--- src/rtl/lcd_pkg.sv ---
// -----------------------------------------------------------------------------
// lcd_pkg
// Shared types and constants for the RGB LCD power-up / configuration
// sequencer: sequencer state enum, strap decode table entries (panel ID and
// active resolution), pixel-clock select encodings and the counter reload
// helper.
// -----------------------------------------------------------------------------
package lcd_pkg;

   // Width of the shared state down-counter.
   localparam int CNT_W = 20;

   typedef enum logic [2:0] {
      ST_SETTLE   = 3'd0,
      ST_SAMPLE_A = 3'd1,
      ST_SAMPLE_B = 3'd2,
      ST_RST_LOW  = 3'd3,
      ST_WAKE     = 3'd4,
      ST_BL_DLY   = 3'd5,
      ST_RUN      = 3'd6
   } lcd_state_e;

   // Strap code that falls through to the unknown-panel defaults; used to
   // force the fallback decode once sample retries are exhausted.
   localparam logic [2:0] STRAP_UNKNOWN = 3'b111;

   // Panel IDs by strap code (M2M1M0).
   localparam logic [15:0] ID_S000    = 16'h4342;
   localparam logic [15:0] ID_S001    = 16'h7084;
   localparam logic [15:0] ID_S010    = 16'h7016;
   localparam logic [15:0] ID_S100    = 16'h4384;
   localparam logic [15:0] ID_S101    = 16'h1018;
   localparam logic [15:0] ID_UNKNOWN = 16'h0000;

   // Active resolutions.
   localparam logic [10:0] H_480  = 11'd480;
   localparam logic [10:0] V_272  = 11'd272;
   localparam logic [10:0] H_800  = 11'd800;
   localparam logic [10:0] V_480  = 11'd480;
   localparam logic [10:0] H_1024 = 11'd1024;
   localparam logic [10:0] V_600  = 11'd600;
   localparam logic [10:0] H_1280 = 11'd1280;
   localparam logic [10:0] V_800  = 11'd800;

   // Pixel-clock select encodings for the divider.
   localparam logic [1:0] PCLK_SEL_480X272  = 2'd0;
   localparam logic [1:0] PCLK_SEL_800X480  = 2'd1;
   localparam logic [1:0] PCLK_SEL_1024X600 = 2'd2;
   localparam logic [1:0] PCLK_SEL_1280X800 = 2'd3;

   // Reload value for a state lasting n cycles: the state exits on the cycle
   // the counter reads zero, so load n-1; n=0 behaves like n=1.
   function automatic logic [CNT_W-1:0] cyc_load(input int unsigned n);
      logic [CNT_W-1:0] ld;
      if (n == 32'd0) begin
         ld = 20'd0;
      end else begin
         ld = CNT_W'(n - 32'd1);
      end
      return ld;
   endfunction

endpackage

--- src/rtl/lcd_strap_decode.sv ---
// -----------------------------------------------------------------------------
// lcd_strap_decode
// Combinational panel strap decoder.
//   strap    in  3  : {M2,M1,M0}
//   lcd_id   out 16 : panel ID (0x0000 for unrecognised codes)
//   h_disp   out 11 : active width
//   v_disp   out 11 : active height
//   pclk_sel out 2  : pixel-clock select
// -----------------------------------------------------------------------------
module lcd_strap_decode
   import lcd_pkg::*;
(
   input  logic [2:0]  strap,
   output logic [15:0] lcd_id,
   output logic [10:0] h_disp,
   output logic [10:0] v_disp,
   output logic [1:0]  pclk_sel
);

   // Strap code to panel configuration table.
   always_comb begin
      lcd_id   = ID_UNKNOWN;
      h_disp   = H_480;
      v_disp   = V_272;
      pclk_sel = PCLK_SEL_480X272;
      case (strap)
         3'b000: begin
            lcd_id = ID_S000; h_disp = H_480;  v_disp = V_272; pclk_sel = PCLK_SEL_480X272;
         end
         3'b001: begin
            lcd_id = ID_S001; h_disp = H_800;  v_disp = V_480; pclk_sel = PCLK_SEL_800X480;
         end
         3'b010: begin
            lcd_id = ID_S010; h_disp = H_1024; v_disp = V_600; pclk_sel = PCLK_SEL_1024X600;
         end
         3'b100: begin
            lcd_id = ID_S100; h_disp = H_800;  v_disp = V_480; pclk_sel = PCLK_SEL_800X480;
         end
         3'b101: begin
            lcd_id = ID_S101; h_disp = H_1280; v_disp = V_800; pclk_sel = PCLK_SEL_1280X800;
         end
         default: begin
            lcd_id = ID_UNKNOWN; h_disp = H_480; v_disp = V_272; pclk_sel = PCLK_SEL_480X272;
         end
      endcase
   end

endmodule

--- src/rtl/lcd_panel_ctrl.sv ---
// -----------------------------------------------------------------------------
// lcd_panel_ctrl
// Power-up and configuration sequencer for the RGB LCD path (sys_clk domain).
// Keeps the RGB pads released while the panel straps on lcd_rgb_i[23/15/7]
// are sampled twice and decoded, then sequences panel reset, display enable
// and backlight.
//   sys_clk, sys_rst  : clock, synchronous active-high reset
//   restart           : pulse, re-runs the whole sequence
//   lcd_rgb_i[23:0]   : pad input side of the RGB IOBUFs (straps)
//   bl_duty[7:0]      : backlight duty (LCD_BL_PWM_EN builds only)
//   rgb_oe            : 1 = drive RGB pads (IOBUF T = ~rgb_oe)
//   lcd_id, h_disp, v_disp, pclk_sel : decoded configuration, gate on id_valid
//   id_valid          : configuration outputs are stable
//   lcd_rst           : panel reset, active-low
//   disp_en           : timing generator enable
//   lcd_bl            : backlight
// Build option: define LCD_BL_PWM_EN for a PWM-dimmed backlight in RUN;
// otherwise lcd_bl is simply on in RUN and bl_duty is ignored.
// All outputs are registered from the current state.
// -----------------------------------------------------------------------------
module lcd_panel_ctrl #(
   parameter int unsigned SETTLE_CYC = 1000,
   parameter int unsigned SAMPLE_GAP = 64,
   parameter int unsigned MAX_RETRY  = 7,
   parameter int unsigned RST_CYC    = 5000,
   parameter int unsigned WAKE_CYC   = 250000,
   parameter int unsigned BL_DLY_CYC = 10000
) (
   input  logic        sys_clk,
   input  logic        sys_rst,
   input  logic        restart,
   input  logic [23:0] lcd_rgb_i,
   input  logic [7:0]  bl_duty,
   output logic        rgb_oe,
   output logic [15:0] lcd_id,
   output logic        id_valid,
   output logic [10:0] h_disp,
   output logic [10:0] v_disp,
   output logic [1:0]  pclk_sel,
   output logic        lcd_rst,
   output logic        disp_en,
   output logic        lcd_bl
);
   import lcd_pkg::*;

   localparam int RETRY_W = (MAX_RETRY < 32'd1) ? 1 : $clog2(MAX_RETRY + 32'd1);
   localparam logic [RETRY_W-1:0] RETRY_MAX = RETRY_W'(MAX_RETRY);

   localparam logic [CNT_W-1:0] SETTLE_LD = cyc_load(SETTLE_CYC);
   localparam logic [CNT_W-1:0] GAP_LD    = cyc_load(SAMPLE_GAP);
   localparam logic [CNT_W-1:0] RST_LD    = cyc_load(RST_CYC);
   localparam logic [CNT_W-1:0] WAKE_LD   = cyc_load(WAKE_CYC);
   localparam logic [CNT_W-1:0] BL_LD     = cyc_load(BL_DLY_CYC);

   lcd_state_e         state_q, state_d;
   logic [CNT_W-1:0]   cnt_q, cnt_d;
   logic [RETRY_W-1:0] retry_q, retry_d;
   logic [2:0]         strap_a_q, strap_a_d, strap_b_q, strap_b_d;

   logic        rgb_oe_q, rgb_oe_d, id_valid_q, id_valid_d;
   logic        lcd_rst_q, lcd_rst_d, disp_en_q, disp_en_d, lcd_bl_q, lcd_bl_d;
   logic [15:0] lcd_id_q, lcd_id_d;
   logic [10:0] h_disp_q, h_disp_d, v_disp_q, v_disp_d;
   logic [1:0]  pclk_sel_q, pclk_sel_d;

   logic [2:0]  strap_in_s, dec_strap_s;
   logic        match_s, proceed_s, bl_on_s;
   logic [15:0] dec_id_s;
   logic [10:0] dec_h_s, dec_v_s;
   logic [1:0]  dec_pclk_s;

   assign strap_in_s  = {lcd_rgb_i[23], lcd_rgb_i[15], lcd_rgb_i[7]};
   assign match_s     = (strap_a_q == strap_b_q);
   // Proceed on a confirmed strap, or give up and use the unknown default.
   assign proceed_s   = match_s || (retry_q == RETRY_MAX);
   assign dec_strap_s = match_s ? strap_a_q : STRAP_UNKNOWN;

   lcd_strap_decode u_decode (
      .strap    (dec_strap_s),
      .lcd_id   (dec_id_s),
      .h_disp   (dec_h_s),
      .v_disp   (dec_v_s),
      .pclk_sel (dec_pclk_s)
   );

`ifdef LCD_BL_PWM_EN
   logic [7:0] pwm_cnt_q, pwm_cnt_d;

   // Free-running PWM phase counter.
   always_comb begin
      pwm_cnt_d = pwm_cnt_q + 8'd1;
   end

   // PWM phase register.
   always_ff @(posedge sys_clk) begin
      if (sys_rst) begin
         pwm_cnt_q <= 8'd0;
      end else begin
         pwm_cnt_q <= pwm_cnt_d;
      end
   end

   assign bl_on_s = (pwm_cnt_q < bl_duty);
`else
   logic unused_bl_duty_s;
   assign unused_bl_duty_s = ^bl_duty;
   assign bl_on_s = 1'b1;
`endif

   // Sequencer next state, shared down-counter, strap capture and retry count.
   always_comb begin
      state_d   = state_q;
      cnt_d     = cnt_q;
      retry_d   = retry_q;
      strap_a_d = strap_a_q;
      strap_b_d = strap_b_q;
      if (restart) begin
         state_d = ST_SETTLE;
         cnt_d   = SETTLE_LD;
         // Restart inside SETTLE only re-arms the settle time.
         if (state_q != ST_SETTLE) begin
            retry_d = {RETRY_W{1'b0}};
         end else begin
            retry_d = retry_q;
         end
      end else begin
         case (state_q)
            ST_SETTLE: begin
               if (cnt_q == 20'd0) begin
                  strap_a_d = strap_in_s;
                  state_d   = ST_SAMPLE_A;
                  cnt_d     = GAP_LD;
               end else begin
                  cnt_d = cnt_q - 20'd1;
               end
            end
            ST_SAMPLE_A: begin
               if (cnt_q == 20'd0) begin
                  strap_b_d = strap_in_s;
                  state_d   = ST_SAMPLE_B;
                  cnt_d     = 20'd0;
               end else begin
                  cnt_d = cnt_q - 20'd1;
               end
            end
            ST_SAMPLE_B: begin
               if (proceed_s) begin
                  state_d = ST_RST_LOW;
                  cnt_d   = RST_LD;
                  retry_d = {RETRY_W{1'b0}};
               end else begin
                  state_d = ST_SETTLE;
                  cnt_d   = SETTLE_LD;
                  retry_d = retry_q + RETRY_W'(1'b1);
               end
            end
            ST_RST_LOW: begin
               if (cnt_q == 20'd0) begin
                  state_d = ST_WAKE;
                  cnt_d   = WAKE_LD;
               end else begin
                  cnt_d = cnt_q - 20'd1;
               end
            end
            ST_WAKE: begin
               if (cnt_q == 20'd0) begin
                  state_d = ST_BL_DLY;
                  cnt_d   = BL_LD;
               end else begin
                  cnt_d = cnt_q - 20'd1;
               end
            end
            ST_BL_DLY: begin
               if (cnt_q == 20'd0) begin
                  state_d = ST_RUN;
                  cnt_d   = 20'd0;
               end else begin
                  cnt_d = cnt_q - 20'd1;
               end
            end
            ST_RUN: begin
               state_d = ST_RUN;
            end
            default: begin
               state_d = ST_SETTLE;
               cnt_d   = SETTLE_LD;
               retry_d = {RETRY_W{1'b0}};
            end
         endcase
      end
   end

   // Output values for the next cycle; configuration holds unless newly decoded.
   always_comb begin
      rgb_oe_d   = 1'b0;
      lcd_rst_d  = 1'b1;
      disp_en_d  = 1'b0;
      lcd_bl_d   = 1'b0;
      id_valid_d = id_valid_q;
      lcd_id_d   = lcd_id_q;
      h_disp_d   = h_disp_q;
      v_disp_d   = v_disp_q;
      pclk_sel_d = pclk_sel_q;
      if (restart) begin
         id_valid_d = 1'b0;
      end else begin
         case (state_q)
            ST_SETTLE, ST_SAMPLE_A: begin
               id_valid_d = 1'b0;
            end
            ST_SAMPLE_B: begin
               if (proceed_s) begin
                  id_valid_d = 1'b1;
                  lcd_id_d   = dec_id_s;
                  h_disp_d   = dec_h_s;
                  v_disp_d   = dec_v_s;
                  pclk_sel_d = dec_pclk_s;
               end else begin
                  id_valid_d = 1'b0;
               end
            end
            ST_RST_LOW: begin
               rgb_oe_d  = 1'b1;
               lcd_rst_d = 1'b0;
            end
            ST_WAKE: begin
               rgb_oe_d = 1'b1;
            end
            ST_BL_DLY: begin
               rgb_oe_d  = 1'b1;
               disp_en_d = 1'b1;
            end
            ST_RUN: begin
               rgb_oe_d  = 1'b1;
               disp_en_d = 1'b1;
               lcd_bl_d  = bl_on_s;
            end
            default: begin
               id_valid_d = 1'b0;
            end
         endcase
      end
   end

   // State, counter and output registers.
   always_ff @(posedge sys_clk) begin
      if (sys_rst) begin
         state_q    <= ST_SETTLE;
         cnt_q      <= SETTLE_LD;
         retry_q    <= {RETRY_W{1'b0}};
         strap_a_q  <= 3'b000;
         strap_b_q  <= 3'b000;
         rgb_oe_q   <= 1'b0;
         lcd_id_q   <= 16'h0000;
         id_valid_q <= 1'b0;
         h_disp_q   <= H_480;
         v_disp_q   <= V_272;
         pclk_sel_q <= PCLK_SEL_480X272;
         lcd_rst_q  <= 1'b1;
         disp_en_q  <= 1'b0;
         lcd_bl_q   <= 1'b0;
      end else begin
         state_q    <= state_d;
         cnt_q      <= cnt_d;
         retry_q    <= retry_d;
         strap_a_q  <= strap_a_d;
         strap_b_q  <= strap_b_d;
         rgb_oe_q   <= rgb_oe_d;
         lcd_id_q   <= lcd_id_d;
         id_valid_q <= id_valid_d;
         h_disp_q   <= h_disp_d;
         v_disp_q   <= v_disp_d;
         pclk_sel_q <= pclk_sel_d;
         lcd_rst_q  <= lcd_rst_d;
         disp_en_q  <= disp_en_d;
         lcd_bl_q   <= lcd_bl_d;
      end
   end

   assign rgb_oe   = rgb_oe_q;
   assign lcd_id   = lcd_id_q;
   assign id_valid = id_valid_q;
   assign h_disp   = h_disp_q;
   assign v_disp   = v_disp_q;
   assign pclk_sel = pclk_sel_q;
   assign lcd_rst  = lcd_rst_q;
   assign disp_en  = disp_en_q;
   assign lcd_bl   = lcd_bl_q;

endmodule

--- config.mk ---
export PLATFORM = sky130hd
export DESIGN_NAME = lcd_panel_ctrl
export DESIGN_NICKNAME = d
export VERILOG_FILES = /design/src/rtl/lcd_pkg.sv /design/src/rtl/lcd_strap_decode.sv /design/src/rtl/lcd_panel_ctrl.sv
export SDC_FILE = /design/constraint.sdc
export NUM_CORES = 1
export LEC_CHECK = 0
export ABC_AREA = 0
export BUFFER_PORTS_ARGS = -buffer_cell sky130_fd_sc_hd__buf_4
export CORE_MARGIN = 2
export CORE_UTILIZATION = 49
export CTS_BUF_LIST = sky130_fd_sc_hd__clkbuf_4 sky130_fd_sc_hd__clkbuf_8
export DETAILED_ROUTE_END_ITERATION = 6
export PLACE_DENSITY_LB_ADDON = 0.15
export SLEW_MARGIN = 20
export SYNTH_ARGS = -nofsm -noshare
export SYNTH_HDL_FRONTEND = slang
export SYNTH_SLANG_ARGS = --single-unit
--- constraint.sdc ---
create_clock -name sys_clk -period 2.1 [get_ports sys_clk]
set_input_delay 0.42 -clock sys_clk [delete_from_list [all_inputs] [get_ports sys_clk]]
set_output_delay 0.42 -clock sys_clk [all_outputs]
set_load 0.005 [all_outputs]
==> results.cfg <==
[run_status]
status = complete, no violations

[clock_network]
holdBufCountCts = 0
cts_max_level = 2
clk_latency_ns = 0.32
clockBufferDepth = 2
cts_tree = built
cts_buffers = 5
cts.sinks = 56
clkTransAtPathRegs_ns = 0.10
cts_root_buf = clkbuf_8

[setup_path]
r2r_slack_ns = 0.13
end_kind = flip-flop
worstPathRequired_ns = 2.31
max_stage_delay_ns = 0.37
arrival_ns = 2.18
reg2reg_to = cnt_q[7]
reg2reg_depth = 9
timing.rr.start = cnt_q[0]
cp_cell_sequence = inv_1 -> ha_2 -> nor4b_4 -> buf_4 -> and4_2 -> a21o_4 -> buf_4 -> o21a_1 -> o22a_1
slowest_stage = dfxtp_2
path_class = flip-flop to flip-flop
timing.critical_path.mode_cell = buf_4
cp_max_fo = 6
start_kind = flip-flop

[synthesis]
synth_xor_area_frac = 0.0289
syn_area_um2 = 2990
synth-simple-area-share = 0.262
synth-main-ff-cell = dfxtp_1
synth_compound_area_frac = 0.190
synth_top_family_by_area = simple AND/OR/NAND/NOR gates
yosysTopAreaCellShare = 0.375
yosys_warnings = 0
synthTopCellsByCount = dfxtp_1, nor2_1, nand2_1
synth.distinct_cells = 65
ys_ff_latch = 56
yosysSeqAreaShare = 0.375
synth_area_leader_cell = dfxtp_1
synth.most_common_cell = dfxtp_1
netlist_instances = 368
yosys-top-cells-area = dfxtp_1, buf_4, nor2_1
syn_avg_cell_area_um2 = 8.12
synth_adder_area_share = 0.0126
synth.area.mux_share = 0.0306
synth_edf_count = 0
async_flop_share = 0

[sta]
hold_viol = 0
period_needed_ns = 1.97
drv_slew = 0
setup_violations = 0
skew_ns = 0.00928
rsz0062_at_grt = false
whs_ns = 0.343
min_period_over_period = 0.937
fmax_ghz = 0.508
setup_tns_ns = 0

[hold_path]
holdCritPathClass = primary input to flip-flop
min_delay_path_depth = 3
hp-start = lcd_rgb_i[23]
whs_endpoint = strap_b_q[2]

[power]
ir_drop_mv = 0.249
power_leakage_nw = 1.40
pwr_density_cell_nw_per_um2 = 498

[run]
cap_violations = 0

[detailed_routing]
routed_via_density = 5.59
drtIter0Drc = 150
routed_wl_mm = 7.15
remaining_drc_errors = 0
routedWlPerCell_um = 14.7
dr.pass1.iters = 4
drtAntennaViolNets = 0
num_vias = 2718

[final_layout]
antennaDiodeCount = 0
layout-drive-gt1-share = 0.229
finalNetCount = 448
syn_to_final_growth_pct = 17.6

[grt]
grt_pass1_vias = 2393
grt_antenna_before_repair = 0
grtUsageTotal = 0.222
overflow = 0
grt_pass1_wl_mm = 11.5
grt_max_degree = 28

[placed_design]
routabilityCongestion = 0.908
port_buffers = 36
hpwl_mm = 5.32

[floorplan]
initial_core_util = 0.504
design.core.area_um2 = 5920
rows = 28
fp.dieW_um = 82.1
dieHeight_um = 82.1
dieArea_um2 = 6740
pin_count = 80
## report_power, final
group | switching, mW | leakage (nW) | internal [mW] | total (mW)
Clock | 0.352 | 0.0493 | 0.265 | 0.617
Combinational | 0.0421 | 0.902 | 0.0244 | 0.0665
Sequential | 0.00210 | 0.451 | 1.06 | 1.07
## worst max path at each step
stage               startpoint            to  depth (start not counted)
floorplan             cnt_q[0]  strap_b_q[0]                          8
global placement      cnt_q[0]      cnt_q[7]                          9
detailed placement    cnt_q[0]      cnt_q[7]                          9
CTS                   cnt_q[0]      cnt_q[7]                          9
global route          cnt_q[1]     cnt_q[16]                          9
finish                cnt_q[0]      cnt_q[7]                          9
## what timing repair did
| action | 4_1_cts | 5_1_grt |
|---|---|---|
| endpoints found under the setup margin | 0 | 16 |
| setup buffers | 0 | 0 |
| gates resized for setup | 0 | 12 |
## cell families (layout without fill, tap and decap cells)
group                    after synthesis  after routing
XOR/XNOR                               9              9
buffers and inverters                 55             85
adder cells (fa/ha/maj)                3              3
flip-flops                            56             56
multiplexers                           9              9
other                                  1             14
AO/OA/AOI/OAI                         85             85
AND/OR/NAND/NOR                      150            150
## registers in the layout, indices dropped and copies added, names as in the netlist
register   count
state_q        3
pclk_sel       2
h_disp         4
lcd_rst        1
lcd_bl         1
cnt_q         20
strap_b_q      3
rgb_oe         1
id_valid       1
lcd_id        10
strap_a_q      3
retry_q        3
v_disp         3
disp_en        1
## routing by layer
metal	vias to the layer above	global-route usage	wire length [µm]
met5	-	0	0
met4	0	0.0667	75
met3	6	0.0418	497
met2	101	0.315	3130
met1	1251	0.336	3450
li1	1360	-	-
## layout make-up
type	instances	area [µm²]
Clock buffer	7	83.8
Clock inverter	1	8.76
Fill cell	575	2410
Sequential cell	56	1120
Multi-Input combinational cell	270	1660
Timing Repair Buffer	68	510
Tap cell	75	93.8
Inverter	9	33.8
## cell usage in the layout (no fill, tap or decap), types with 3 or more instances in the layout
| cell type | instances |
|---|---|
| conb_1 | 14 |
| o21ai_0 | 7 |
| a31oi_1 | 3 |
| dfxtp_1 | 54 |
| inv_1 | 9 |
| o31ai_1 | 3 |
| buf_4 | 68 |
| o21ai_1 | 11 |
| nor3_1 | 20 |
| a22oi_1 | 3 |
| nor2_1 | 37 |
| clkbuf_8 | 5 |
| and2_1 | 4 |
| nand4_1 | 3 |
| or3_1 | 5 |
| nand2_1 | 28 |
| xor2_1 | 4 |
| mux2i_1 | 8 |
| xnor2_1 | 4 |
| nor4_1 | 5 |
| a221oi_1 | 3 |
| a21oi_1 | 22 |
| o21a_1 | 3 |
| a21o_1 | 5 |
| nand3_1 | 14 |
| and3_1 | 4 |
| nand2b_1 | 8 |
## critical path: cells and delay by family, from the launching register on
| family | cells | cell delay (ns) |
|---|---|---|
| flip-flops | 1 | 0.37 |
| AND/OR/NAND/NOR | 2 | 0.40 |
| adder cells (fa/ha/maj) | 1 | 0.18 |
| AO/OA/AOI/OAI | 3 | 0.56 |
| buffers and inverters | 3 | 0.34 |
## through the flow
step | power (mW) | area, µm² | setup WS, ns | cells | util
2_1_floorplan | 1.15 | 3040 | 0.111 | 381 | -
3_3_place_gp | 1.15 | 3380 | 0.0406 | 478 | 0.570
3_5_place_dp | 1.15 | 3380 | 0.0253 | 478 | 0.570
4_1_cts | 1.76 | 3470 | 0.00314 | 486 | 0.586
5_1_grt | 1.82 | 3510 | 0.00958 | 486 | 0.593
6_report | 1.75 | 3510 | 0.133 | 486 | 0.593
(Power assumes the default switching activity.)
